File: config.mk
export PLATFORM = sky130hd
export DESIGN_NAME = bias_bank_stream
export DESIGN_NICKNAME = d
export VERILOG_FILES = /design/src/rtl/bias_pkg.sv /design/src/rtl/bias_sat_add.sv /design/src/rtl/bias_bank_stream.sv
export SDC_FILE = /design/constraint.sdc
export NUM_CORES = 2
export LEC_CHECK = 0
export CORE_ASPECT_RATIO = 1.5
export CORE_MARGIN = 1
export CORE_UTILIZATION = 55
export CTS_BUF_LIST = sky130_fd_sc_hd__clkbuf_4 sky130_fd_sc_hd__clkbuf_8 sky130_fd_sc_hd__clkbuf_16
export DETAILED_ROUTE_END_ITERATION = 10
export PLACE_DENSITY = 0.72
export SYNTH_ARGS = -nofsm -noshare
export SYNTH_HDL_FRONTEND = slang
export SYNTH_SLANG_ARGS = --single-unit
File: constraint.sdc
create_clock -name clk -period 4.5 [get_ports clk]
set_input_delay 0.9 -clock clk [delete_from_list [all_inputs] [get_ports clk]]
set_output_delay 0.9 -clock clk [all_outputs]
set_load 0.03 [all_outputs]
File: src/rtl/bias_pkg.sv
// Shared types and constants for the bias bank: bias width, FSM states, saturation limits.
package bias_pkg;
   localparam int BIAS_W = 18;
   localparam logic signed [BIAS_W-1:0] BIAS_MAX = {1'b0, {(BIAS_W-1){1'b1}}};
   localparam logic signed [BIAS_W-1:0] BIAS_MIN = {1'b1, {(BIAS_W-1){1'b0}}};
   typedef enum logic [1:0] {IDLE, LOAD, READY} state_t;
endpackage

File: src/rtl/bias_sat_add.sv
// Combinational W+W -> W two's-complement saturating adder (one adder-tree lane).
module bias_sat_add import bias_pkg::*; #(
   parameter int W = BIAS_W
) (
   input  logic signed [W-1:0] a,
   input  logic signed [W-1:0] b,
   output logic signed [W-1:0] y
);
   localparam logic signed [W-1:0] MAXV = {1'b0, {(W-1){1'b1}}};
   localparam logic signed [W-1:0] MINV = {1'b1, {(W-1){1'b0}}};

   logic signed [W:0] sum;

   always_comb begin
      sum = {a[W-1], a} + {b[W-1], b};
      // top two bits disagree only when the W-bit result overflowed
      if (sum[W] != sum[W-1]) y = sum[W] ? MINV : MAXV;
      else                    y = sum[W-1:0];
   end
endmodule

File: src/rtl/bias_bank_stream.sv
// Serially loaded bias bank returning one group of N_adder_tree biases per accepted read.
// Optional BIAS_ADD_EN: adds acc_in lanes to the biases with saturation before presenting q.
module bias_bank_stream import bias_pkg::*; #(
   parameter  int N_adder_tree = 16,
   parameter  int W            = BIAS_W,
   parameter  int N_GROUPS     = 8,
   localparam int GW           = (N_GROUPS > 1) ? $clog2(N_GROUPS) : 1
) (
   input  logic                      clk,
   input  logic                      rst_n,
   input  logic                      ld_start,
   input  logic                      ld_valid,
   output logic                      ld_ready,
   input  logic [W-1:0]              ld_data,
   output logic                      loaded,
   input  logic                      rd_req,
   input  logic [GW-1:0]             rd_grp,
   input  logic                      rd_ready,
   output logic                      q_valid,
   output logic [N_adder_tree*W-1:0] q,
   output logic                      rd_err
`ifdef BIAS_ADD_EN
   ,
   input  logic [N_adder_tree*W-1:0] acc_in
`endif
);
   localparam int LW = (N_adder_tree > 1) ? $clog2(N_adder_tree) : 1;

   state_t state, state_nxt;
   logic [LW-1:0] lane_ptr;
   logic [GW-1:0] grp_ptr, rd_idx;
   logic [N_GROUPS-1:0][N_adder_tree-1:0][W-1:0] bank;
   logic [N_adder_tree-1:0][W-1:0] bank_rd, q_nxt;
   logic beat, last_beat, grp_ok, rd_ok, rd_bad;

   always_comb begin
      state_nxt = state;
      ld_ready  = (state == LOAD);
      beat      = ld_valid && ld_ready && !ld_start;
      last_beat = beat && (grp_ptr == GW'(N_GROUPS-1)) && (lane_ptr == LW'(N_adder_tree-1));
      grp_ok    = int'(rd_grp) < N_GROUPS;
      // ld_start pre-empts any read issued in the same cycle
      rd_ok     = rd_req && !ld_start && (state == READY) && grp_ok && (!q_valid || rd_ready);
      rd_bad    = rd_req && !ld_start && ((state != READY) || !grp_ok);
      case (state)
         LOAD:    if (last_beat) state_nxt = READY;
         default: state_nxt = state;
      endcase
      if (ld_start) state_nxt = LOAD;
   end

   assign rd_idx  = grp_ok ? rd_grp : '0;
   assign bank_rd = bank[rd_idx];

`ifdef BIAS_ADD_EN
   for (genvar i = 0; i < N_adder_tree; i++) begin : g_lane
      bias_sat_add #(.W(W)) u_add (
         .a (acc_in[W*i +: W]),
         .b (bank_rd[i]),
         .y (q_nxt[i])
      );
   end
`else
   assign q_nxt = bank_rd;
`endif

   always_ff @(posedge clk or negedge rst_n) begin
      if (!rst_n) begin
         state    <= IDLE;
         lane_ptr <= '0;
         grp_ptr  <= '0;
         bank     <= '0;
         loaded   <= 1'b0;
         q_valid  <= 1'b0;
         q        <= '0;
         rd_err   <= 1'b0;
      end else begin
         state <= state_nxt;
         if (ld_start) begin
            lane_ptr <= '0;
            grp_ptr  <= '0;
            loaded   <= 1'b0;
         end else if (beat) begin
            bank[grp_ptr][lane_ptr] <= ld_data;
            if (lane_ptr == LW'(N_adder_tree-1)) begin
               lane_ptr <= '0;
               grp_ptr  <= grp_ptr + 1'b1;
            end else begin
               lane_ptr <= lane_ptr + 1'b1;
            end
            if (last_beat) loaded <= 1'b1;
         end

         if (ld_start)      q_valid <= 1'b0;
         else if (rd_ok)    q_valid <= 1'b1;
         else if (rd_ready) q_valid <= 1'b0;
         if (rd_ok) q <= q_nxt;

         if (ld_start)    rd_err <= 1'b0;
         else if (rd_bad) rd_err <= 1'b1;
      end
   end
endmodule
==> impl_results.md <==
- Root Driver: clkbuf_16
- CTS tree: yes
- Final TNS setup: 0 ns
- Iteration-0 DRC Markers: 4623
- Grt ovf: 0
- Core area: 0.213 mm^2
- Std cell rows: around 210
- Most common cell after layout, fill and taps aside: mux2_2
- Worst Tran Pin Value: around 1.1 ns
- Vias post-DR: 72014
- Vias in the first global route: 77541
- Finished Cell Area: 0.132 mm^2
- Die Y: ~570 um
- Fin. Hold Viols: 0
- Largest net degree at the start of global routing: 141
- Clock transition at path regs: ~0.070 ns
- CTS Hold Bufs: 0
- Worst setup path startpoint: state[0]
- VDD IR-drop max: 0.000321 V
- Clk_skew: 0.0674 ns
- Hpwl dp: 198000 um
- Final wirelength: 334000 um
- Starting Density: 0.555
- IO Port Bufs: 318
- Num CTS Buffers: about 240
- WP data required: ~3.6 ns
- CTS H-Tree Depth: 4
- DR vias/cell: 6.41
- Area grow syn2layout: 12.2%
- Dpl cells: 10787
- Leading area contributor after synthesis: dfrtp_1
- Count of cell types in the netlist: 45
- Gpl congestion: 0.817
- Worst min path class: in2async
- Total track usage: 0.309
- Yosys reg bits: between 2000 and 3000
- Yosys warns: 0
- WL/cell: 29.7 um
- Postcts setup bufs: 0
- Clk_lat worst skew: 0.93 ns
- Full die area: 0.217 mm^2
- Crit path time final: 3.52 ns
- Power density cells: between 300 and 400 mW/mm^2
- Crit share post-route: 0.782
- CP max FO: 8
- Detail Route Antenna Nets: 0
- Ys flop type: dfrtp_1
- Share of the synthesized area in the top cell type: 0.552
- Crit path DAT: 2.62 ns
- Post-DP Area: 0.124 mm^2
- Synth Net Count: 8193
- Kind of critical path: reg2out
- RSZ-0062 raised after global routing: no
- Residual DRC: 0
- Fillers: 15775
- Syn Inst Count: 8160
- Startpoint Class: flop
- Mapped Area: about 0.12 mm^2
- Sink Count: between 2000 and 3000
- Slew HR: 0.240
- Status: finished clean
- EDFF count, synth: 0
- I/O pins: ~320
- Reg2reg start: lane_ptr[0]
- Max-cap viol count: 0
- Layout Nets: 8245
- DR pass1 iterations: 5
- Final Max Slew Viols: 0
- Fraction of registers with async set/reset: 1.00
- Final setup fails: 0
- Fmax: 284 MHz
- Sequential area share after synthesis: 0.552
- Most frequent cells in the layout: mux2_2 (2688), dfrtp_1 (2603), mux2i_1 (577), clkdlybuf4s50_1 (296), o22ai_1 (288)
- CTS Buffer Depth: 4
- Die span in x: 380 um
- Post-CTS sizing: 0
- Global-route wire length before repair: around 500000 um
- Initial antenna violation count: 13
- Share of cells above drive strength 1: 0.437
- Top post-synthesis cells by area: dfrtp_1 (55%), mux2_2 (26%), mux2i_1 (4.9%)
- Syn Area/Cell: 14.5 um^2
- Finished Layout Cells: 11233
- CP Capture Type: primary output
- P_leak: 65.6 nW
-- final cells by class --
cell class                      instances  area [um^2]  share of cell area
Sequential cell                      2604        65200               0.492
Multi-Input combinational cell       4754        49200               0.371
Clock buffer                          373         7550              0.0570
Timing Repair Buffer                  603         6120              0.0462
Tap cell                             2821         3530              0.0266
Clock inverter                         70          856             0.00646
Inverter                                5         18.8            0.000142
Antenna cell                            3         7.51           0.0000567
-- synth_stat cells, types with 6 or more instances --
cell type / n
o21ai_0: 216
mux2i_1: 577
nand2_1: 7
o21bai_1: 76
nor4_4: 64
mux4_2: 76
buf_1: 38
o22ai_1: 288
nand2b_1: 6
mux2_2: 2688
ha_1: 6
mux2_1: 40
nor2b_1: 83
dfrtp_1: 2604
o31a_1: 76
buf_2: 175
clkbuf_1: 484
nand3_1: 7
and3b_1: 9
o31ai_1: 212
buf_4: 32
a21oi_1: 9
nand4_2: 62
a22o_1: 212
buf_6: 66
-- worst paths after layout --
path / slack [ns] / cells after the start / to
hold reg to reg: 0.48 / 1 / bank[1181]
hold / removal: 0.02 / 1 / bank[205]
setup reg to reg: 1.10 / 5 / bank[2061]
max in group asynchronous: 3.01 / 2 / bank[959]
min in group clk: 0.48 / 1 / bank[1181]
setup / recovery: 0.98 / 2 / ld_ready
-- critical path: stages, from the launching register on --
cell,delay (ns)
dfrtp_1,0.51
nor2b_1,0.42
clkdlybuf4s50_1,0.76
-- flip-flops by register name (all words and copies together), names as in the netlist --
name and cells:
bank 2304, grp_ptr 3, lane_ptr 4, loaded 1
q 288, q_valid 1, rd_err 1, state 2
-- routing by layer --
layer | vias up | GRT usage | part of all wire
li1 | 30174 | - | -
met4 | 10 | 0.116 | 0.039
met2 | 2102 | 0.513 | 0.49
met5 | - | 0 | 0.00013
met3 | 663 | 0.0462 | 0.058
met1 | 39065 | 0.411 | 0.41
-- cells by family (layout without fill, tap and decap cells) --
logic type	count (synthesis)	after routing	share of synthesized area
mux	3381	3381	0.324
simple gates	275	275	0.0266
buf+inv	802	1051	0.0326
compound gates	1092	1092	0.0647
fa+ha+maj	6	6	0.000636
flops	2604	2604	0.552
other cells	0	3	0
-- power breakdown --
part | switching, W | total [W] | internal, W
Clock | 0.00906 | 0.0216 | 0.0125
Sequential | 0.000182 | 0.0238 | 0.0236
Combinational | 0.00204 | 0.00294 | 0.000898
Total | 0.0113 | 0.0483 | 0.0370
-- per-stage QoR --
| stage | power (W) | utilization | worst slack (ns) | hold slack, ns |
|---|---|---|---|---|
| 3_3_place_gp | 0.0271 | 0.583 | 0.677 | 0.462 |
| 5_1_grt | 0.0497 | 0.623 | 0.915 | 0.0357 |
| 4_1_cts | 0.0486 | 0.623 | 0.931 | 0.00544 |
| 2_1_floorplan | 0.0257 | - | 1.91 | 0.452 |
| 3_5_place_dp | 0.0272 | 0.583 | 0.678 | 0.471 |
| 6_report | 0.0483 | 0.623 | 0.980 | 0.0166 |
Note: power is estimated with default switching activity, not from simulation.
